**src/rtl/breakout_pkg.sv**
```systemverilog
// Shared screen constants, brick-wall geometry defaults and the collision FSM
// state type for the Breakout brick field.
package breakout_pkg;

  localparam int SCREEN_W = 640;
  localparam int SCREEN_H = 480;

  typedef logic [9:0] coord_t;

  localparam int BRICK_COLS   = 20;
  localparam int BRICK_ROWS   = 6;
  localparam int BRICK_WIDTH  = 32;
  localparam int BRICK_HEIGHT = 16;
  localparam int WALL_TOP     = 64;
  localparam int MORTAR       = 2;
  localparam int BRICK_POINTS = 10;

  typedef enum logic [1:0] {IDLE, LOOKUP, UPDATE, ACK} hit_state_e;

endpackage

```
**src/rtl/brick_locate.sv**
```systemverilog
// Maps a screen point to its brick cell: in-field flag, row/col, flat index
// and whether the point sits on the cell's left/top mortar band.
module brick_locate
  import breakout_pkg::*;
#(
  parameter int COLS    = BRICK_COLS,
  parameter int ROWS    = BRICK_ROWS,
  parameter int BRICK_W = BRICK_WIDTH,
  parameter int BRICK_H = BRICK_HEIGHT,
  parameter int TOP_Y   = WALL_TOP,
  parameter int BORDER  = MORTAR,
  parameter int IDX_W   = $clog2(COLS*ROWS)
) (
  input  logic [9:0]       x,
  input  logic [9:0]       y,
  output logic             in_field,
  output logic [9:0]       row,
  output logic [9:0]       col,
  output logic [IDX_W-1:0] index,
  output logic             border
);

  localparam int XS = $clog2(BRICK_W);
  localparam int YS = $clog2(BRICK_H);

  logic [9:0]  dy;
  logic [15:0] idx_full;

  always_comb begin
    dy       = y - 10'(TOP_Y);
    col      = x >> XS;
    row      = dy >> YS;
    // y below TOP_Y wraps dy, so the explicit compare is what rejects it
    in_field = (y >= 10'(TOP_Y)) && (row < 10'(ROWS)) && (col < 10'(COLS));
    idx_full = 16'(row) * 16'(COLS) + 16'(col);
    index    = in_field ? idx_full[IDX_W-1:0] : '0;
    border   = (x[XS-1:0] < XS'(BORDER)) || (dy[YS-1:0] < YS'(BORDER));
  end

endmodule

```
**src/rtl/brick_field.sv**
```systemverilog
// Brick wall state: raster brick_on/brick_border lookup plus a req/ack
// collision engine that clears hit bricks and keeps count and score.
module brick_field
  import breakout_pkg::*;
#(
  parameter int COLS            = BRICK_COLS,
  parameter int ROWS            = BRICK_ROWS,
  parameter int BRICK_W         = BRICK_WIDTH,
  parameter int BRICK_H         = BRICK_HEIGHT,
  parameter int TOP_Y           = WALL_TOP,
  parameter int BORDER          = MORTAR,
  parameter int SCORE_PER_BRICK = BRICK_POINTS
) (
  input  logic        Clk,
  input  logic        Reset,
  input  logic [9:0]  DrawX,
  input  logic [9:0]  DrawY,
  output logic        brick_on,
  output logic        brick_border,
  input  logic        hit_req,
  input  logic [9:0]  hit_x,
  input  logic [9:0]  hit_y,
  output logic        hit_ack,
  output logic        hit_brick,
  input  logic        restart,
  output logic [7:0]  bricks_left,
  output logic [15:0] score,
  output logic        level_clear
);

  localparam int NB    = ROWS*COLS;
  localparam int IDX_W = $clog2(NB);

  hit_state_e       state_q, state_d;
  logic [9:0]       hx_q, hx_d, hy_q, hy_d;
  logic [IDX_W-1:0] idx_q, idx_d;
  logic             hit_q, hit_d;
  logic [NB-1:0]    alive_q, alive_d;
  logic [7:0]       left_q, left_d;
  logic [15:0]      score_q, score_d;
  logic             lvl_q, lvl_d;
  logic [16:0]      score_sum;

  logic             r_in, q_in, r_border, q_border;
  logic [9:0]       r_row, r_col, q_row, q_col;
  logic [IDX_W-1:0] r_idx, q_idx;
  logic             unused_locate;

  brick_locate #(
    .COLS(COLS), .ROWS(ROWS), .BRICK_W(BRICK_W), .BRICK_H(BRICK_H),
    .TOP_Y(TOP_Y), .BORDER(BORDER), .IDX_W(IDX_W)
  ) u_raster (
    .x(DrawX), .y(DrawY), .in_field(r_in), .row(r_row), .col(r_col),
    .index(r_idx), .border(r_border)
  );

  brick_locate #(
    .COLS(COLS), .ROWS(ROWS), .BRICK_W(BRICK_W), .BRICK_H(BRICK_H),
    .TOP_Y(TOP_Y), .BORDER(BORDER), .IDX_W(IDX_W)
  ) u_query (
    .x(hx_q), .y(hy_q), .in_field(q_in), .row(q_row), .col(q_col),
    .index(q_idx), .border(q_border)
  );

  assign unused_locate = ^{r_row, r_col, q_row, q_col, q_border};

  assign brick_on     = r_in && alive_q[r_idx];
  assign brick_border = brick_on && r_border;
  assign hit_ack      = (state_q == ACK);
  assign hit_brick    = (state_q == ACK) && hit_q;
  assign bricks_left  = left_q;
  assign score        = score_q;
  assign level_clear  = lvl_q;

  always_comb begin
    state_d   = state_q;
    hx_d      = hx_q;
    hy_d      = hy_q;
    idx_d     = idx_q;
    hit_d     = hit_q;
    alive_d   = alive_q;
    left_d    = left_q;
    score_d   = score_q;
    score_sum = {1'b0, score_q} + 17'(SCORE_PER_BRICK);

    case (state_q)
      IDLE: if (hit_req) begin
        hx_d    = hit_x;
        hy_d    = hit_y;
        state_d = LOOKUP;
      end
      LOOKUP: begin
        idx_d   = q_idx;
        hit_d   = q_in && alive_q[q_idx];
        state_d = UPDATE;
      end
      UPDATE: begin
        if (hit_q) begin
          alive_d[idx_q] = 1'b0;
          if (left_q != 8'd0) left_d = left_q - 8'd1;
          score_d = score_sum[16] ? 16'hFFFF : score_sum[15:0];
        end
        state_d = ACK;
      end
      ACK: if (!hit_req) begin
        hit_d   = 1'b0;
        state_d = IDLE;
      end
      default: state_d = IDLE;
    endcase

    // Wall reload discards any in-flight query but keeps the score
    if (restart) begin
      alive_d = '1;
      left_d  = 8'(NB);
      hit_d   = 1'b0;
      state_d = IDLE;
    end

    lvl_d = (left_d == 8'd0);
  end

  always_ff @(posedge Clk or posedge Reset) begin
    if (Reset) begin
      state_q <= IDLE;
      hx_q    <= '0;
      hy_q    <= '0;
      idx_q   <= '0;
      hit_q   <= 1'b0;
      alive_q <= '1;
      left_q  <= 8'(NB);
      score_q <= '0;
      lvl_q   <= 1'b0;
    end else begin
      state_q <= state_d;
      hx_q    <= hx_d;
      hy_q    <= hy_d;
      idx_q   <= idx_d;
      hit_q   <= hit_d;
      alive_q <= alive_d;
      left_q  <= left_d;
      score_q <= score_d;
      lvl_q   <= lvl_d;
    end
  end

endmodule

```
**config.mk**
```make
export PLATFORM = sky130hd
export DESIGN_NAME = brick_field
export DESIGN_NICKNAME = d
export VERILOG_FILES = /design/src/rtl/breakout_pkg.sv /design/src/rtl/brick_locate.sv /design/src/rtl/brick_field.sv
export SDC_FILE = /design/constraint.sdc
export NUM_CORES = 1
export LEC_CHECK = 0
export BUFFER_PORTS_ARGS = -buffer_cell sky130_fd_sc_hd__buf_2
export CAP_MARGIN = 20
export CORE_UTILIZATION = 40
export DETAILED_ROUTE_END_ITERATION = 7
export PLACE_DENSITY = 0.62
export SYNTH_ARGS = -nofsm -noshare
export SYNTH_HDL_FRONTEND = slang
export SYNTH_SLANG_ARGS = --single-unit
```
**constraint.sdc**
```tcl
create_clock -name Clk -period 5.53 [get_ports Clk]
set_input_delay 0.2765 -clock Clk [delete_from_list [all_inputs] [get_ports Clk]]
set_output_delay 0.2765 -clock Clk [all_outputs]
set_load 0.005 [all_outputs]
```
# Word level (Yosys, flattened, before mapping)
# Cells that the tools add are included.
# word_totals
reg_bits	175
out_inout_bits	29
# classes
n_addsub	6
n_mux	23
n_bitwise	2
reduce_logical	21
order_cmp	12
n_eq_ne	5
n_mul	2
# ops
cell	count
$mux W120	3
$and A120 B120 Y120	1
$not A120 Y120	1
$mux W8	4
$lt A7 B8 Y1 const B	3
$ge A10 B7 Y1 const B	2
$sub A10 B7 Y10 const B	2
$add A16 B4 Y17 const B	1
$mux W16	1
$add A7 B5 Y7	2
$bmux W1 S7	2
$mux W7	2
$lt A6 B3 Y1 const B	2
$mul A6 B3 Y5 const B	2
$lt A5 B5 Y1 const B	2
$reduce_and A2 Y1	5
$logic_and A1 B1 Y1	9
$logic_not A8 Y1	1
$pmux W2 S4	1
$reduce_bool A8 Y1	1
$sub A8 B1 Y8 const B	1
$demux W1 S7	1
$ge A7 B1 Y1 const B	1
$mux W2	3
12 further kinds	18

# Logic depth before layout (Yosys ltp)
# Gate-level depths: netlist (run 1).
# depth
depth_word	10
ltp_mapped	13
depth_no_buf	13

# Hierarchy
# A second synthesis (run 1) with hierarchy kept.
# unflattened
hier_cells	1003
area_unflattened_um2	10525.1
# by_module_without_submodules
module	area_each_um2	n_inst	cells_per_inst
brick_field	9629.2	1	895
brick_locate	447.9	2	54

# Worst setup path before layout (run 1)
# No wires, ideal clock.
# synth_path
path_kind	in2out
start	input port DrawY[6]
end	output port brick_border
t_required_ns	5.253
stages	12
arrival_time_ns	2.507
setup_slack_ns	2.747
path_cell_list	inv_1 -> ha_1 -> inv_1 -> ha_1 -> ha_1 -> nor2b_1 -> xnor3_1 -> nor2_1 -> o21ai_1 -> o32ai_1 -> o211a_1 -> a41o_1
# synth_between
elab_chain_len	9
elab_cells_between_ends	12
# synth_rtl
item	line	source
from (decl)	brick_field.sv:17	input logic [9:0] DrawY,
branches (longest 7 deep; another with $sub A10 B7 Y10)	-	
$logic_and A1 B1 Y1 (*)	brick_field.sv:67	assign brick_on = r_in && alive_q[r_idx];
$logic_and A1 B1 Y1 (*)	brick_field.sv:68	assign brick_border = brick_on && r_border;
to (decl)	brick_field.sv:19	output logic brick_border,
# Mark *: on every way between the ends. The select of a mux whose other input is x is not followed.

# Worst setup path after layout (run 1)
# layout_path
start	register hy_q[6]
end	register hit_q
# layout_between
elab_chain_len	10
elab_cells_between_ends	13
# layout_rtl
item	line	source
from (decl)	brick_field.sv:35	logic [9:0] hx_q, hx_d, hy_q, hy_d;
from (signal assigned)	brick_field.sv:137	hy_q <= hy_d;
branches (longest 7 deep; another with $sub A10 B7 Y10)	-	
$logic_and A1 B1 Y1 (*)	brick_field.sv:94	hit_d = q_in && alive_q[q_idx];
$pmux W1 S2 (*)	brick_field.sv:86	case (state_q)
$mux W1 (*)	brick_field.sv:113	if (restart) begin
to (signal assigned)	brick_field.sv:139	hit_q <= hit_d;
to (decl)	brick_field.sv:37	logic hit_q, hit_d;
# Marked as above.
# A chain may end at the register's enable or synchronous reset.

==> metrics.txt, run 1 <==
full die area between 0.02 and 0.03 mm2; initial antenna violation count 0; syn nets ~1,100; period utilization 0.717; crit path time final about 4000 ps; residual DRC count 0; CP Class reg -> reg; Initial Utilization 0.408; CP Launch Type flip-flop; Ports 73; CP arrival approximately 4200 ps; Synthesis Warnings 0; Routed WL per cell 22.8 um; sequential element share of the synthesized area 0.419; Max VDD drop roughly 0.00037 V; DRT Pass-1 Iters 6; Slowest cell on crit path nor3_1; die height about 160 um; Post-Synthesis Cells 1,064; worst min-delay path class in -> async; most common cell after layout, fill and taps aside nand2_1; Synth cell types about 80; Total GRT Usage 0.255; CTS tree built; synth-to-layout area growth 11.5%; DIE WIDTH between 150 and 200 um; fin. max-slew vios 0; GP Congestion 1.03; Post-layout nets around 1,200; Hold Violations, Final 0; power per cell area a little over 400 mW/mm2; post-synthesis register bit count around 170; Worst setup EP type flip-flop; commonest non-fill, non-tap cells in the layout 128 x nand2_1, 124 x dfstp_2, 90 x o21ai_0, 65 x a21o_1, 63 x nand2b_1; Rows 58; Synth async-reset ratio 1.00; MaxCap Viol Count 0; n_diodes 0; Main synth FF type dfstp_2; total grt overflow 0; post-DP HPWL 22,400 um; clk buf depth 2; Worst Path Max Fanout 8; relative slew slack 0.223; Req. time, crit path between 5000 and 6000 ps; Clk Latency, worst-skew pair roughly 440 ps; final setup fails 0; vias slightly below 9,000; # port buffers 61; post-CTS setup buffers 0; Post-Route Setup TNS 0 ps; share of cells above drive strength 1 0.266; Final ANT Viol Nets 0; EDFF count, synth 0; Synth Area per Inst roughly 9.7 um2; RSZ-0062 raised after global routing false; total wire length between 30,000 and 40,000 um; via/cell ratio about 6; actual slew at the worst max-slew pin between 1000 and 1500 ps; clock skew approximately 14 ps; Post-CTS Hold Fix Bufs 0; outcome finished clean; CORE AREA between 0.02 and 0.03 mm2; vias in the first global route 8,661; largest net degree at the start of global routing ~110; H-tree levels 4; post-placement cell count approximately 1,400; Cell Count, Final, Fillers Out about 1,400; number of buffers created by CTS 17; Min Hold Slack about 56 ps; max incr delay on CP approximately 800 ps; CTS root buf clkbuf_16; clock sinks 166; Post-CTS Resized 0; 1st-iter DRT viols between 900 and 1,000; Lkg Pwr around 4.3 nW; first-pass GRT wire length roughly 51,000 um; synthesized cell area approximately 0.010 mm2; CP Cell Sequence inv_1 -> ha_1 -> nand2b_1 -> nand4_1 -> nor3_1 -> buf_4 -> mux2_2 -> a211oi_1 -> a211oi_1 -> o311ai_0 -> nand4_1; Clk pin slew, worst setup/hold paths 70 ps; Fmax about 0.25 GHz
logic make-up after synthesis:
kind of cell | Yosys count | synth area share
XOR/XNOR | 24 | 0.0246
adder cells (fa/ha/maj) | 25 | 0.0319
buffers and inverters | 83 | 0.0345
flip-flops | 166 | 0.419
multiplexers | 89 | 0.105
AO/OA/AOI/OAI | 296 | 0.193
AND/OR/NAND/NOR | 381 | 0.191
synth_stat cells (7+ instances only):
| cell | instances | share of area |
|---|---|---|
| mux2_2 | 31 | 0.034 |
| nand2b_1 | 63 | 0.038 |
| o22ai_1 | 10 | 0.0061 |
| a21o_1 | 65 | 0.047 |
| and2_1 | 7 | 0.0043 |
| xnor2_1 | 11 | 0.0094 |
| nand4_1 | 16 | 0.0097 |
| dfstp_2 | 124 | 0.32 |
| clkbuf_1 | 42 | 0.015 |
| mux2i_1 | 43 | 0.042 |
| buf_2 | 10 | 0.0049 |
| nor2_1 | 50 | 0.018 |
| nor3_1 | 34 | 0.017 |
| nand3_1 | 29 | 0.014 |
| a211oi_1 | 13 | 0.0095 |
| a21oi_1 | 40 | 0.019 |
| inv_1 | 20 | 0.0073 |
| o221ai_1 | 11 | 0.0094 |
| o21ai_0 | 90 | 0.044 |
| dfrtp_1 | 42 | 0.10 |
| nand2_1 | 128 | 0.047 |
| xor2_1 | 9 | 0.0077 |
| ha_1 | 23 | 0.028 |
| nor2b_1 | 11 | 0.0067 |
| mux4_2 | 12 | 0.026 |
area by class of cell:
| type | count | area (um2) |
|---|---|---|
| Inverter | 21 | 83.8 |
| Timing Repair Buffer | 72 | 390 |
| Fill cell | 2422 | 13700 |
| Clock inverter | 15 | 196 |
| Tap cell | 330 | 413 |
| Sequential cell | 166 | 4310 |
| Clock buffer | 17 | 425 |
| Multi-Input combinational cell | 815 | 5630 |
sequential cells by signal, indices dropped and copies added, names as in the netlist:
signal and count:
hx_q 5, bricks_left 8, alive_q 120, level_clear 1, hy_q 6, score 16
state_q 2, idx_q 7, hit_q 1
layer usage:
metal / global-route usage / wire (um) / vias up
met2: 0.394 / 14600 / 452
li1: - / - / 3953
met4: 0.105 / 1370 / 0
met3: 0.0587 / 2680 / 119
met1: 0.342 / 14100 / 4296
met5: 0 / 0 / -
stage by stage:
step                total power [mW]  area (um2)  utilization  worst slack, ps
floorplan                       2.70       10300            -              969
global placement                3.28       10800        0.430             1840
detailed placement              3.30       10800        0.430             1750
CTS                             4.57       11500        0.455             1680
global route                    4.80       11500        0.455             1440
finish                          4.62       11500        0.455             1560
critical path: cells and delay by family (launching register included):
kind,cells,cell delay [ps]
AO/OA/AOI/OAI,3,900
adder cells (fa/ha/maj),1,250
buffers and inverters,2,430
flip-flops,1,430
multiplexers,1,350
AND/OR/NAND/NOR,4,1440
worst paths after layout:
path | startpoint | end | slack, ps | cells past startpoint
worst max-delay path | hy_q[6] | hit_q | 1560 | 11
worst min-delay path | Reset | hy_q[8] | 60 | 2
min in group Clk | hit_x[5] | hx_q[5] | 60 | 2
worst min register to register | score[0] | score[0] | 470 | 1
worst max register to register | hy_q[6] | hit_q | 1560 | 11
max in group asynchronous | Reset | idx_q[5] | 4160 | 3
power by group:
group	switching [mW]	internal [mW]
clock network	0.605	0.658
logic	1.22	0.618
registers	0.199	1.32
Power figures use the tool's default switching activity.
==> run 2, diff against run 1 <==
==> constraint.sdc (replaced) <==
create_clock -name Clk -period 3.9 [get_ports Clk]
set_input_delay 0.195 -clock Clk [delete_from_list [all_inputs] [get_ports Clk]]
set_output_delay 0.195 -clock Clk [all_outputs]
set_load 0.005 [all_outputs]
==> metrics.txt, run 2 (synthesis results as in run 1) <==
Routed WL per cell 23.3 um (+2.3%); Clk pwr share 0.257 (-0.017); Post-CTS Hold Fix Bufs 11 (+11); Rows 58 (unchanged); Clk pin slew, worst setup/hold paths 60 ps (about the same); relative slew slack 0.351 (+0.128); largest net degree at the start of global routing 76 (-30%); Fmax just under 0.3 GHz; CORE AREA 0.0252 mm2 (unchanged); post-CTS setup buffers 0 (unchanged); share of cells above drive strength 1 0.268 (+0.00249); Finished Core Util 0.463 (+0.00810); clock sinks 166 (unchanged); CP Launch Type primary input; switching share of power 0.423 (-0.0142); n_diodes 0 (unchanged); combinational power share 0.410 (+0.013); Clk Latency, worst-skew pair 440 ps (about the same); period utilization 0.869; Initial Utilization 0.408 (unchanged); commonest non-fill, non-tap cells in the layout 128 x nand2_1, 124 x dfstp_2, 90 x o21ai_0, 65 x a21o_1, 63 x nand2b_1; Max VDD drop 0.000407 V (+11%); vias 9,015 (+2.2%); power per cell area 559 mW/mm2 (+39%); vias in the first global route 8,873 (+2.4%); switching power 2.76 mW (+36%); # port buffers 61 (unchanged); fin. max-slew vios 0 (unchanged); Worst Reg2Reg Path Length in Cells 10 (-1); number of buffers created by CTS 17 (unchanged); Worst setup EP type output port; die height 162 um (unchanged); Ports 73 (unchanged); actual slew at the worst max-slew pin 971 ps (-193 ps); Hold Violations, Final 0 (unchanged); 1st-iter DRT viols 1,013 (+3.9%); CTS root buf clkbuf_16; FF-to-FF End hit_q; DRT Pass-1 Iters 8 (+2); register name with the most flops alive_q; total power 6.52 mW (+41%); Reg power frac 0.332 (+0.002); full die area 0.0263 mm2 (unchanged); Final ANT Viol Nets 0 (unchanged); CTS tree built; initial antenna violation count 0 (unchanged); RR Startpoint hy_q[6]; DP Area 0.0110 mm2 (+1.3%); Pint 3.76 mW (+45%); outcome finished clean; Lkg Pwr 4.42 nW (+2.5%); Post-Route Setup TNS 0 ps (unchanged); CP Class in -> out; H-tree levels 4 (unchanged); clk buf depth 2 (unchanged); most common cell after layout, fill and taps aside nand2_1; Worst Path Max Fanout 12 (+4); internal reg-to-reg setup slack 650 ps (-910 ps); via/cell ratio 6.16 (+0.32%); residual DRC count 0 (unchanged); Post-layout nets 1,189 (+2.3%); Req. time, crit path 3700 ps (-2100 ps); DIE WIDTH 162 um (unchanged); MaxCap Viol Count 0 (unchanged); clock skew 13.2 ps (-0.888 ps); final instance area 0.0117 mm2 (+1.8%); final setup fails 0 (unchanged); first-pass GRT wire length 53,300 um (+4.9%); total wire length 34,100 um (+4.3%); CP arrival 3200 ps (-1040 ps); crit path time final between 3000 and 4000 ps; total grt overflow 0 (unchanged); Total GRT Usage 0.270 (+0.0147); post-DP HPWL 23,700 um (+5.8%); Post-CTS Resized 0 (unchanged); RSZ-0062 raised after global routing false; synth-to-layout area growth 13.4%; GP Congestion 1.01 (-2.0%); max reg flops 120 (unchanged); worst min-delay path class in -> async
[run 2: changes by cell type in the layout (fill, tap and decap cells not counted), moves of 3 or more]
| cell | delta |
|---|---|
| clkbuf_1 | +4 |
| buf_12 | +3 |
| buf_4 | +13 |
| clkinv_8 | -4 |
| clkbuf_8 | +3 |
| dlygate4sd3_1 | +11 |
| inv_8 | -6 |
[run 2: area by class of cell]
| cell class | instances | area [um2] |
|---|---|---|
| Clock inverter | 8 | 88.8 |
| Inverter | 21 | 82.6 |
| Clock buffer | 24 | 482 |
| Multi-Input combinational cell | 815 | 5620 |
| Fill cell | 2392 | 13500 |
| Sequential cell | 166 | 4310 |
| Tap cell | 330 | 413 |
| Timing Repair Buffer | 99 | 658 |
[run 2: worst max path at each step]
stage          startpoint      endpoint  slack [ps]  cells after the start
3_3_place_gp     DrawY[6]  brick_border         630                     13
2_1_floorplan     hy_q[6]         hit_q        1240                     12
4_1_cts          DrawY[6]  brick_border         570                     13
6_report         DrawY[6]  brick_border         510                     12
3_5_place_dp     DrawY[6]  brick_border         590                     13
5_1_grt          DrawY[6]  brick_border         290                     13
[run 2: power groups by stage]
stage | clock (mW) | combinational (mW) | sequential, mW
6_report | 1.68 | 2.67 | 2.16
5_1_grt | 1.76 | 2.82 | 2.20
4_1_cts | 1.69 | 2.60 | 2.15
3_5_place_dp | 0 | 2.58 | 2.18
3_3_place_gp | 0 | 2.56 | 2.17
2_1_floorplan | 0 | 1.81 | 2.02
[run 2: per-stage QoR]
stage                     setup WS [ps]  cells  hold WS [ps]
after floorplan                    1240   1064           346
after detailed placement            594   1420           431
after global routing                291   1463           181
after global placement              630   1420           427
final                               510   1463           146
after CTS                           573   1463           164
[run 2: worst max-delay path, stage by stage]
cell,delay [ps]
buf_2,110
inv_1,90
ha_1,300
a21boi_0,300
nand4_2,380
nor3_2,570
a211oi_1,140
and4b_1,250
o32ai_1,410
o211a_1,220
a41o_1,110
buf_2,120
[run 2: layer usage]
layer	GRT usage	vias to the layer above	part of all wire
li1	-	4012	-
met1	0.371	4442	0.42
met2	0.407	468	0.44
met3	0.0587	93	0.092
met4	0.116	0	0.041
met5	0	-	0
